**src/rtl/fetch_if.sv**
```systemverilog
// Instruction-memory bus between the FETCH stage and the instruction cache.
// The fetch stage drives the address and request; the cache answers in the
// same cycle with an ack and the instruction word.
interface fetch_if;
  logic [31:0] IMEM_ADDR;
  logic        imem_req;
  logic        imem_ack;
  logic [31:0] IMEM_DATA;

  modport master (
    output IMEM_ADDR,
    output imem_req,
    input  imem_ack,
    input  IMEM_DATA
  );

  modport slave (
    input  IMEM_ADDR,
    input  imem_req,
    output imem_ack,
    output IMEM_DATA
  );
endinterface

```
**src/rtl/fetch.sv**
```systemverilog
// FETCH stage: owns the PC, reads the instruction cache and loads the IF/ID
// register consumed by DECODE. A direct-mapped BTB with 2-bit saturating
// counters predicts the next PC; EXECUTE trains it and may flush/redirect.
// A one-entry skid buffer keeps a word that arrived while the pipe stalled.
module fetch #(
  parameter logic [31:0] RESET_PC = 32'h0000_0000,
  parameter int          BTB_BITS = 4
) (
  input  logic        clk,
  input  logic        reset,
  fetch_if.master     imem,
  input  logic        hazard_stall,
  input  logic        cache_stall,
  input  logic        flush,
  input  logic [31:0] REDIRECT_PC,
  input  logic        bp_update,
  input  logic [31:0] UPDATE_PC,
  input  logic [31:0] UPDATE_TARGET,
  input  logic        update_taken,
  output logic [31:0] NEXT_PC,
  output logic [31:0] INSTRUCTION,
  output logic        prediction
);

  localparam int ENTRIES = 1 << BTB_BITS;
  localparam int TAG_W   = 30 - BTB_BITS;

  typedef enum logic [1:0] {IDLE, FETCH, HOLD} state_t;

  typedef struct packed {
    logic [31:0] instr;
    logic [31:0] next_pc;
    logic        pred;
  } ifid_t;

  state_t      state_q, state_d;
  logic [31:0] pc_q, pc_d;
  ifid_t       ifid_q, ifid_d;
  ifid_t       skid_q, skid_d;
  logic [31:0] skid_pc_q, skid_pc_d;

  logic             btb_valid  [ENTRIES];
  logic [1:0]       btb_ctr    [ENTRIES];
  logic [TAG_W-1:0] btb_tag    [ENTRIES];
  logic [31:0]      btb_target [ENTRIES];

  logic              stall;
  logic [31:0]       pc_plus4;
  logic [BTB_BITS-1:0] look_idx, upd_idx;
  logic [TAG_W-1:0]  look_tag, upd_tag;
  logic              look_hit, pred_taken, upd_hit;
  logic [31:0]       pred_pc;
  ifid_t             fetched;
  logic              unused_low_bits;

  assign stall    = hazard_stall | cache_stall;
  assign pc_plus4 = pc_q + 32'd4;

  // BTB lookup on the current PC; reads see contents before any same-cycle update.
  assign look_idx   = pc_q[BTB_BITS+1:2];
  assign look_tag   = pc_q[31:BTB_BITS+2];
  assign look_hit   = btb_valid[look_idx] && (btb_tag[look_idx] == look_tag);
  assign pred_taken = look_hit && btb_ctr[look_idx][1];
  assign pred_pc    = pred_taken ? btb_target[look_idx] : pc_plus4;

  assign fetched.instr   = imem.IMEM_DATA;
  assign fetched.next_pc = pc_plus4;
  assign fetched.pred    = pred_taken;

  assign upd_idx = UPDATE_PC[BTB_BITS+1:2];
  assign upd_tag = UPDATE_PC[31:BTB_BITS+2];
  assign upd_hit = btb_valid[upd_idx] && (btb_tag[upd_idx] == upd_tag);

  // Byte offset of the branch PC carries no information for the BTB.
  assign unused_low_bits = ^UPDATE_PC[1:0];

  assign imem.IMEM_ADDR = pc_q;
  assign imem.imem_req  = (state_q == FETCH);

  assign NEXT_PC     = ifid_q.next_pc;
  assign INSTRUCTION = ifid_q.instr;
  assign prediction  = ifid_q.pred;

  // Next-state logic: flush beats stall beats normal flow.
  always_comb begin
    // NOTE: every variable gets a default before any branch so no path leaves it unassigned, which would infer a latch.
    state_d   = state_q;
    pc_d      = pc_q;
    ifid_d    = ifid_q;
    skid_d    = skid_q;
    skid_pc_d = skid_pc_q;
    if (flush) begin
      pc_d      = REDIRECT_PC;
      ifid_d    = '0;
      skid_d    = '0;
      skid_pc_d = '0;
      state_d   = FETCH;
    end else begin
      unique case (state_q)
        IDLE: state_d = FETCH;
        FETCH: begin
          if (imem.imem_ack && !stall) begin
            ifid_d = fetched;
            pc_d   = pred_pc;
          end else if (imem.imem_ack) begin
            skid_d    = fetched;
            skid_pc_d = pred_pc;
            state_d   = HOLD;
          end else if (!stall) begin
            ifid_d = '0;
          end
        end
        HOLD: begin
          if (!stall) begin
            ifid_d  = skid_q;
            pc_d    = skid_pc_q;
            state_d = FETCH;
          end
        end
        default: state_d = IDLE;
      endcase
    end
  end

  // Pipeline state registers: PC, IF/ID, skid buffer and FSM state.
  always_ff @(posedge clk or negedge reset) begin
    // NOTE: clocked state uses non-blocking assignments so all registers update from pre-edge values.
    if (!reset) begin
      state_q   <= IDLE;
      pc_q      <= RESET_PC;
      ifid_q    <= '0;
      skid_q    <= '0;
      skid_pc_q <= '0;
    end else begin
      state_q   <= state_d;
      pc_q      <= pc_d;
      ifid_q    <= ifid_d;
      skid_q    <= skid_d;
      skid_pc_q <= skid_pc_d;
    end
  end

  // BTB valid bits and saturating direction counters, trained by EXECUTE.
  always_ff @(posedge clk or negedge reset) begin
    if (!reset) begin
      for (int i = 0; i < ENTRIES; i++) begin
        btb_valid[i] <= 1'b0;
        btb_ctr[i]   <= 2'b00;
      end
    end else if (bp_update) begin
      if (upd_hit) begin
        if (update_taken && btb_ctr[upd_idx] != 2'b11)
          btb_ctr[upd_idx] <= btb_ctr[upd_idx] + 2'd1;
        else if (!update_taken && btb_ctr[upd_idx] != 2'b00)
          btb_ctr[upd_idx] <= btb_ctr[upd_idx] - 2'd1;
      end else if (update_taken) begin
        btb_valid[upd_idx] <= 1'b1;
        btb_ctr[upd_idx]   <= 2'b10;
      end
    end
  end

  // BTB tag and target storage, written on every taken resolution.
  always_ff @(posedge clk) begin
    // NOTE: tags and targets are not reset; the cleared valid bits make their contents irrelevant.
    if (reset && bp_update && update_taken) begin
      btb_tag[upd_idx]    <= upd_tag;
      btb_target[upd_idx] <= UPDATE_TARGET;
    end
  end

endmodule
```
**src/flat_wrapper.sv**
```systemverilog
// flat-port wrapper written by rule: the top's interface ports become plain ports
module fetch_flat 
#(
  parameter logic [31:0] RESET_PC = 32'h0000_0000,
  parameter int          BTB_BITS = 4
)
  (clk, reset, hazard_stall, cache_stall, flush, REDIRECT_PC, bp_update, UPDATE_PC, UPDATE_TARGET, update_taken, NEXT_PC, INSTRUCTION, prediction, imem_IMEM_ADDR, imem_imem_req, imem_imem_ack, imem_IMEM_DATA);
  fetch_if imem_i ();
  input  logic clk;
  input  logic reset;
  input  logic hazard_stall;
  input  logic cache_stall;
  input  logic flush;
  input  logic [31:0] REDIRECT_PC;
  input  logic bp_update;
  input  logic [31:0] UPDATE_PC;
  input  logic [31:0] UPDATE_TARGET;
  input  logic update_taken;
  output logic [31:0] NEXT_PC;
  output logic [31:0] INSTRUCTION;
  output logic prediction;
  output wire logic [$bits(imem_i.IMEM_ADDR)-1:0] imem_IMEM_ADDR;
  output wire logic [$bits(imem_i.imem_req)-1:0] imem_imem_req;
  input wire logic [$bits(imem_i.imem_ack)-1:0] imem_imem_ack;
  input wire logic [$bits(imem_i.IMEM_DATA)-1:0] imem_IMEM_DATA;
  assign imem_IMEM_ADDR = imem_i.IMEM_ADDR;
  assign imem_imem_req = imem_i.imem_req;
  assign imem_i.imem_ack = imem_imem_ack;
  assign imem_i.IMEM_DATA = imem_IMEM_DATA;
  fetch #(.RESET_PC(RESET_PC), .BTB_BITS(BTB_BITS)) u_core (.clk(clk), .reset(reset), .imem(imem_i), .hazard_stall(hazard_stall), .cache_stall(cache_stall), .flush(flush), .REDIRECT_PC(REDIRECT_PC), .bp_update(bp_update), .UPDATE_PC(UPDATE_PC), .UPDATE_TARGET(UPDATE_TARGET), .update_taken(update_taken), .NEXT_PC(NEXT_PC), .INSTRUCTION(INSTRUCTION), .prediction(prediction));
endmodule
```
**config.mk**
```make
export PLATFORM = sky130hd
export DESIGN_NAME = fetch_flat
export DESIGN_NICKNAME = d
export VERILOG_FILES = /design/src/rtl/fetch_if.sv /design/src/rtl/fetch.sv /design/src/flat_wrapper.sv
export SDC_FILE = /design/constraint.sdc
export NUM_CORES = 2
export LEC_CHECK = 0
export ABC_AREA = 1
export CELL_PAD_IN_SITES_DETAIL_PLACEMENT = 0
export CELL_PAD_IN_SITES_GLOBAL_PLACEMENT = 1
export CORE_AREA = 2 2 418 337
export CTS_BUF_LIST = sky130_fd_sc_hd__clkbuf_4 sky130_fd_sc_hd__clkbuf_8
export DETAILED_ROUTE_END_ITERATION = 6
export DIE_AREA = 0 0 420 339
export PLACE_DENSITY = 0.68
export SETUP_SLACK_MARGIN = 0.15
export SLEW_MARGIN = 5
export SYNTH_ARGS = -nofsm -noshare
export SYNTH_HDL_FRONTEND = slang
export SYNTH_SLANG_ARGS = --single-unit
```
**constraint.sdc**
```tcl
create_clock -name clk -period 2.7 [get_ports clk]
set_input_delay 0.27 -clock clk [delete_from_list [all_inputs] [get_ports clk]]
set_output_delay 0.27 -clock clk [all_outputs]
set_load 0.05 [all_outputs]
```
=== Yosys cells after proc, flatten, opt, wreduce, memory -nomap -nowiden ===
Memories as Yosys holds them, arrays and structs flattened.
Cells that the tools add are included.

* Add/sub/neg operators: 3
* Magnitude comparators: 3
* Equal/unequal tests: 13
* Multiplexer cells: 48
* Bitwise gates (word level): 8
* Reductions and logical operators: 23

{| class="wikitable"
|+ Operators by type and width
! kind !! number
|-
| $mux W65 || 9
|-
| $mux W32 || 12
|-
| $pmux W65 S2 || 1
|-
| $bwmux W32 || 2
|-
| $pmux W32 S2 || 1
|-
| $eq A26 B26 Y1 || 2
|-
| $add A32 B3 Y32 const B || 1
|-
| $or A16 B16 Y16 || 2
|-
| $mux W2 || 9
|-
| $and A16 B16 Y16 || 1
|-
| $bmux W2 S4 || 2
|-
| $not A16 Y16 || 1
|-
| $reduce_and A3 Y1 || 5
|-
| $ge A5 B5 Y1 const B || 2
|-
| $not A4 Y5 || 2
|-
| $logic_and A1 B1 Y1 || 9
|-
| $ne A3 B3 Y1 const B || 3
|-
| $bmux W1 S4 || 2
|-
| $demux W2 S4 || 1
|-
| $reduce_bool A2 Y1 || 4
|-
| $mux W1 || 7
|-
| $ne A3 B2 Y1 const B || 2
|-
| $pmux W2 S3 || 1
|-
| $lt A5 B1 Y1 const B || 1
|-
| other kinds (14) || 16
|}

* Flip-flop bits (word level): 244
* Memory bits (writable): 928
* Input bits: 136
* Output and inout bits: 98
* Logic and storage cells: 141
* Memories: 2

{| class="wikitable"
|+ Memory list
! memory !! depth !! width !! read ports !! clocked after Yosys merged registers in !! wr ports !! line !! text
|-
| u_core.btb_target || 16 || 32 || 1 || 0 || 1 || fetch.sv:45 || <nowiki>logic [31:0] btb_target [ENTRIES];</nowiki>
|-
| u_core.btb_tag || 16 || 26 || 2 || 0 || 1 || fetch.sv:44 || <nowiki>logic [TAG_W-1:0] btb_tag [ENTRIES];</nowiki>
|}

=== Longest topological paths before layout ===
* Depth after elaboration: 11
* Gate-level depth with buffers: 23
* Gate-level depth less buffers: 19

=== Worst setup path after synthesis ===
Ideal clock, no wire load.

* Path kind: input-to-reg
* Start point: input UPDATE_PC[2]
* End point: memory u_core.btb_tag[10][0] (netlist name) (enable)
* Setup time: 0.474 ns
* Arrival time: 3.705 ns
* Required time: 2.226 ns
* Path slack: -1.479 ns
* Cell stages on the path: 8
* Buffers on the path: 3
* Cells stage by stage: buf_2 buf_4 nor2_4 buf_2 inv_1 nor2_1 inv_1 nor2_1

{| class="wikitable"
|+ RTL lines
! what !! line !! text
|-
| start, declared || flat_wrapper.sv:16 || <nowiki>input logic [31:0] UPDATE_PC;</nowiki>
|-
| end, declared || fetch.sv:44 ||
|}

Straight into the memory's write port.

=== Worst setup path in the final report ===
* Start point: register u_core.pc_q[2] (netlist: u_core.imem.IMEM_ADDR[2])
* End point: register u_core.pc_q[7] (netlist: u_core.imem.IMEM_ADDR[7])

* Longest elaborated chain between the ends: 10
* Elaborated cells between the ends (all ways): 17
* Classes of those cells: 1 x add/sub; 1 x eq/ne; 10 x mux; 1 x bitwise; 2 x reduce/logical; 2 x memory

{| class="wikitable"
|+ RTL lines
! what !! line !! text
|-
| start, declared || fetch.sv:37 || <nowiki>logic [31:0] pc_q, pc_d;</nowiki>
|-
| start signal, assigned || fetch.sv:136 || <nowiki>pc_q <= pc_d;</nowiki>
|-
| parallel branches: the longest is 6 deep, another holds $mem_v2 Z16 W26 || -- ||
|-
| $mux W32 (*) || fetch.sv:64 || <nowiki>assign pred_pc = pred_taken ? btb_target[look_idx] : pc_plus4;</nowiki>
|-
| $mux W32 (*) || fetch.sv:102 || <nowiki>if (imem.imem_ack && !stall) begin</nowiki>
|-
| $pmux W32 S2 (*) || fetch.sv:99 || <nowiki>unique case (state_q)</nowiki>
|-
| $mux W32 (*) || fetch.sv:92 || <nowiki>if (flush) begin</nowiki>
|}

Mark *: on every way between the ends. The select of a mux whose other input is x is not followed.
A chain may end at the register's enable or synchronous reset.

==> results.toml <==
[critical_path]
worstSetupPathType = "register to register"
critPathCaptureType = "register"
path_cells = "buf_12, buf_16, buf_16, clkbuf_16, o211ai_1, nand3_1, nand2_4, nand3_1, nand2_1, nand2_2, nor2_2, nand3_2, nor2_4, buf_12, buf_12, buf_16, nand2_4, nand3_1, nand2_1, a21oi_1"
arrival_ns = 4.08
critical-path-slowest-cell = "dfrtp_4"
crit_start = "u_core.imem.IMEM_ADDR[2]"
r2r_start = "u_core.imem.IMEM_ADDR[2]"
crit_fanout = 13
worst_ep_required_time_ns = 3.60
start_kind = "register"
slowest_delay_ns = 0.52

[clocking]
htreeDepth = 4
clk_latency_ns = 1.02
cts.path.max_buffers = 3
cts_tree = "done"
clkSlewWorstSetupHoldPaths_ns = 0.06
cts_made_buffers = 196
root_buffer = "clkbuf_8"
cts_sinks = 1172

[final_layout]
fill_cells = 12500
syn2layout_area_growth_pct = 31.3
final_util = 0.524
finalNetCount = 6996
drive_gt1_frac = 0.197

[global_routing]
antenna_found_initial = 6
grt_pass1_wl_mm = 320
grt_max_degree = 146
grt_usage = 0.308
grt_pass1_vias = 45100
grt_overflow_total = 0

[synthesis]
syn_area_per_cell_um2 = 9.12
seq_area_frac_synth = 0.617
synth_area_leader_cell = "edfxtp_1"
ys_warn_count = 0
synth_cell_types = 37
synth_edf_count = 928
synth_top_area_frac = 0.506
synth.cell_area_um2 = 55000
synth_cells = 6034
synthTopCellsByArea = "edfxtp_1, nand2_1, dfrtp_1"
async_reset_ff_frac = 0.208
synth_ff_type = "edfxtp_1"
syn_nets = 6173
synth-seq-cells = 1172

[placed_design]
place_ws_ns = -0.852
port_buffers = 231
dp_hpwl_mm = 148
place.gp.congestion = 0.966

[power_and_ir_drop]
p_per_area_nw_per_um2 = 889
p_leak_nw = 30.1
sw_frac_of_total = 0.402
power.internal_w = 0.0384
p_seq_frac = 0.325
pwr-share-comb = 0.420
p_sw_w = 0.0258
clkPwrFrac = 0.255
peakVddDrop_v = 0.000688

[hold_path]
holdCritPathClass = "primary input to register"
hold_path_startpoint = "UPDATE_PC[11]"

[sta]
min_period_ns = 3.18
max_freq_mhz = 314
slew_headroom = 0.351
rsz0062_at_grt = "yes"
fin_skew_ns = 0.0771
min_period_over_period = 1.18
worst_pin_slew_ns = 0.973
finalSetupViolCount = 87
slew_violations = 0
fin_ws_ns = -0.480
report.final.hold_viol_count = 0

[status]
violations = "negative setup slack"
run_status = "finished, violations left"

[routing]
drt_first_pass_iters = 6
drt_iter0_markers = 6172
drt-total-wl_mm = 223
wl_per_cell_um = 25.1
drc_errors = 0
drt.antenna.violating_nets = 0
viasPerCell = 5.43
vias = 48300

[die]
core_um2 = 138000
die_h_um = 339
die_x_um = 420
ios = 234
dieArea_um2 = 142000
rows = 122
initial_core_util = 0.399

[flow_run]
drv_cap = 0
==> power by group through the flow <==
stage | Combinational (W) | Sequential (W) | Clock (W)
6_report | 0.0270 | 0.0209 | 0.0164
5_1_grt | 0.0285 | 0.0210 | 0.0174
4_1_cts | 0.0258 | 0.0209 | 0.0166
3_5_place_dp | 0.0228 | 0.0213 | 0
3_3_place_gp | 0.0227 | 0.0212 | 0
2_1_floorplan | 0.0103 | 0.0219 | 0
==> flip-flops by register name, summed over array words and instances (netlist names) <==
name and count:
u_core.btb_target 512, u_core.btb_tag 416, u_core.skid_q 65, u_core.INSTRUCTION 32, u_core.NEXT_PC 32, u_core.btb_ctr 32
u_core.imem.IMEM_ADDR 32, u_core.skid_pc_q 32, u_core.btb_valid 16, u_core.state_q 2, u_core.prediction 1
==> per-stage QoR <==
stage	hold slack (ns)	instances	cell area (µm²)	TNS, ns	power, W
floorplan	-0.0256	6034	55200	-17.06	0.0323
global placement	0.0720	8405	65200	-73.83	0.0439
detailed placement	0.0704	8405	65200	-75.21	0.0440
CTS	0.0212	8876	71500	-21.20	0.0633
global route	0.0691	8884	72300	-35.88	0.0669
finish	0.0682	8887	72300	-25.55	0.0643
==> placed cells by master, fill, tap and decap left out, drive strengths merged, types with 24 or more instances in the layout <==
cell / count
nor2: 472
buf: 707
nand4: 99
o21ai: 475
a21oi: 157
clkinv: 67
o22ai: 76
a22o: 24
dlygate4sd3: 43
edfxtp: 928
nor3: 25
nand3: 370
o221ai: 44
clkbuf: 284
inv: 428
nand2: 2203
dfrtp: 244
clkdlybuf4s50: 222
a22oi: 56
==> synth_stat cells (25+ instances only) <==
master and instances:
a21oi_1 156, a22oi_1 56, buf_2 119, clkbuf_1 212
dfrtp_1 244, edfxtp_1 928, inv_1 419, nand2_1 2201
nand3_1 370, nand4_1 99, nor2_1 467, nor3_1 25
o21ai_0 465, o221ai_1 44, o22ai_1 76
==> worst max-delay path, delay by kind of cell (launching register included) <==
family,cells,cell delay [ns]
compound gates,2,0.33
buf+inv,7,1.05
flops,1,0.52
simple gates,11,1.16
==> final timing paths <==
| check | to | slack (ns) | cells past startpoint |
|---|---|---|---|
| worst min register to register | u_core.INSTRUCTION[13] | 0.49 | 2 |
| worst max-delay path | u_core.imem.IMEM_ADDR[7] | -0.48 | 20 |
| worst min-delay path | u_core.btb_tag[6][5] | 0.07 | 2 |
| worst max register to register | u_core.imem.IMEM_ADDR[7] | -0.48 | 20 |
| min in group asynchronous | u_core.NEXT_PC[23] | 0.51 | 4 |
| max in group asynchronous | u_core.skid_q[39] | 0.85 | 5 |
==> area by class of cell <==
type,count,area (µm²),area share
sequential,1172,34000,0.470
multi-input combinational,4080,19300,0.267
timing repair buffer,982,11000,0.152
clock buffer,280,3380,0.0468
tap,1860,2330,0.0322
inverter,424,1640,0.0227
clock inverter,82,597,0.00826
antenna,6,15.0,0.000208
timing repair inverter,1,8.76,0.000121
==> cells by family after synthesis <==
family                     count (synthesis)  share of synthesized area
adders and majority gates                  3                   0.000682
xor gates and xnor gates                  10                    0.00159
buffers and inverters                    782                     0.0563
and+or+nand+nor                         3183                      0.232
AOI/OAI and AO/OA                        884                     0.0926
DFF                                     1172                      0.617
==> layer usage <==
layer	GRT usage	wire length [µm]
met1	0.466	100000
met2	0.441	94200
met3	0.0622	21400
met4	0.0940	6730
met5	0	151
==> timing repair <==
action / 4_1_cts / 5_1_grt
hold buffers: 43 / 0
endpoints found under the setup margin: 186 / 185
pin swaps: 41 / 66
setup buffers: 47 / 1
resized for setup: 299 / 186
gates cloned: 19 / 4
endpoints found under the hold margin: 257 / 0
Note: power is estimated with default switching activity, not from simulation.
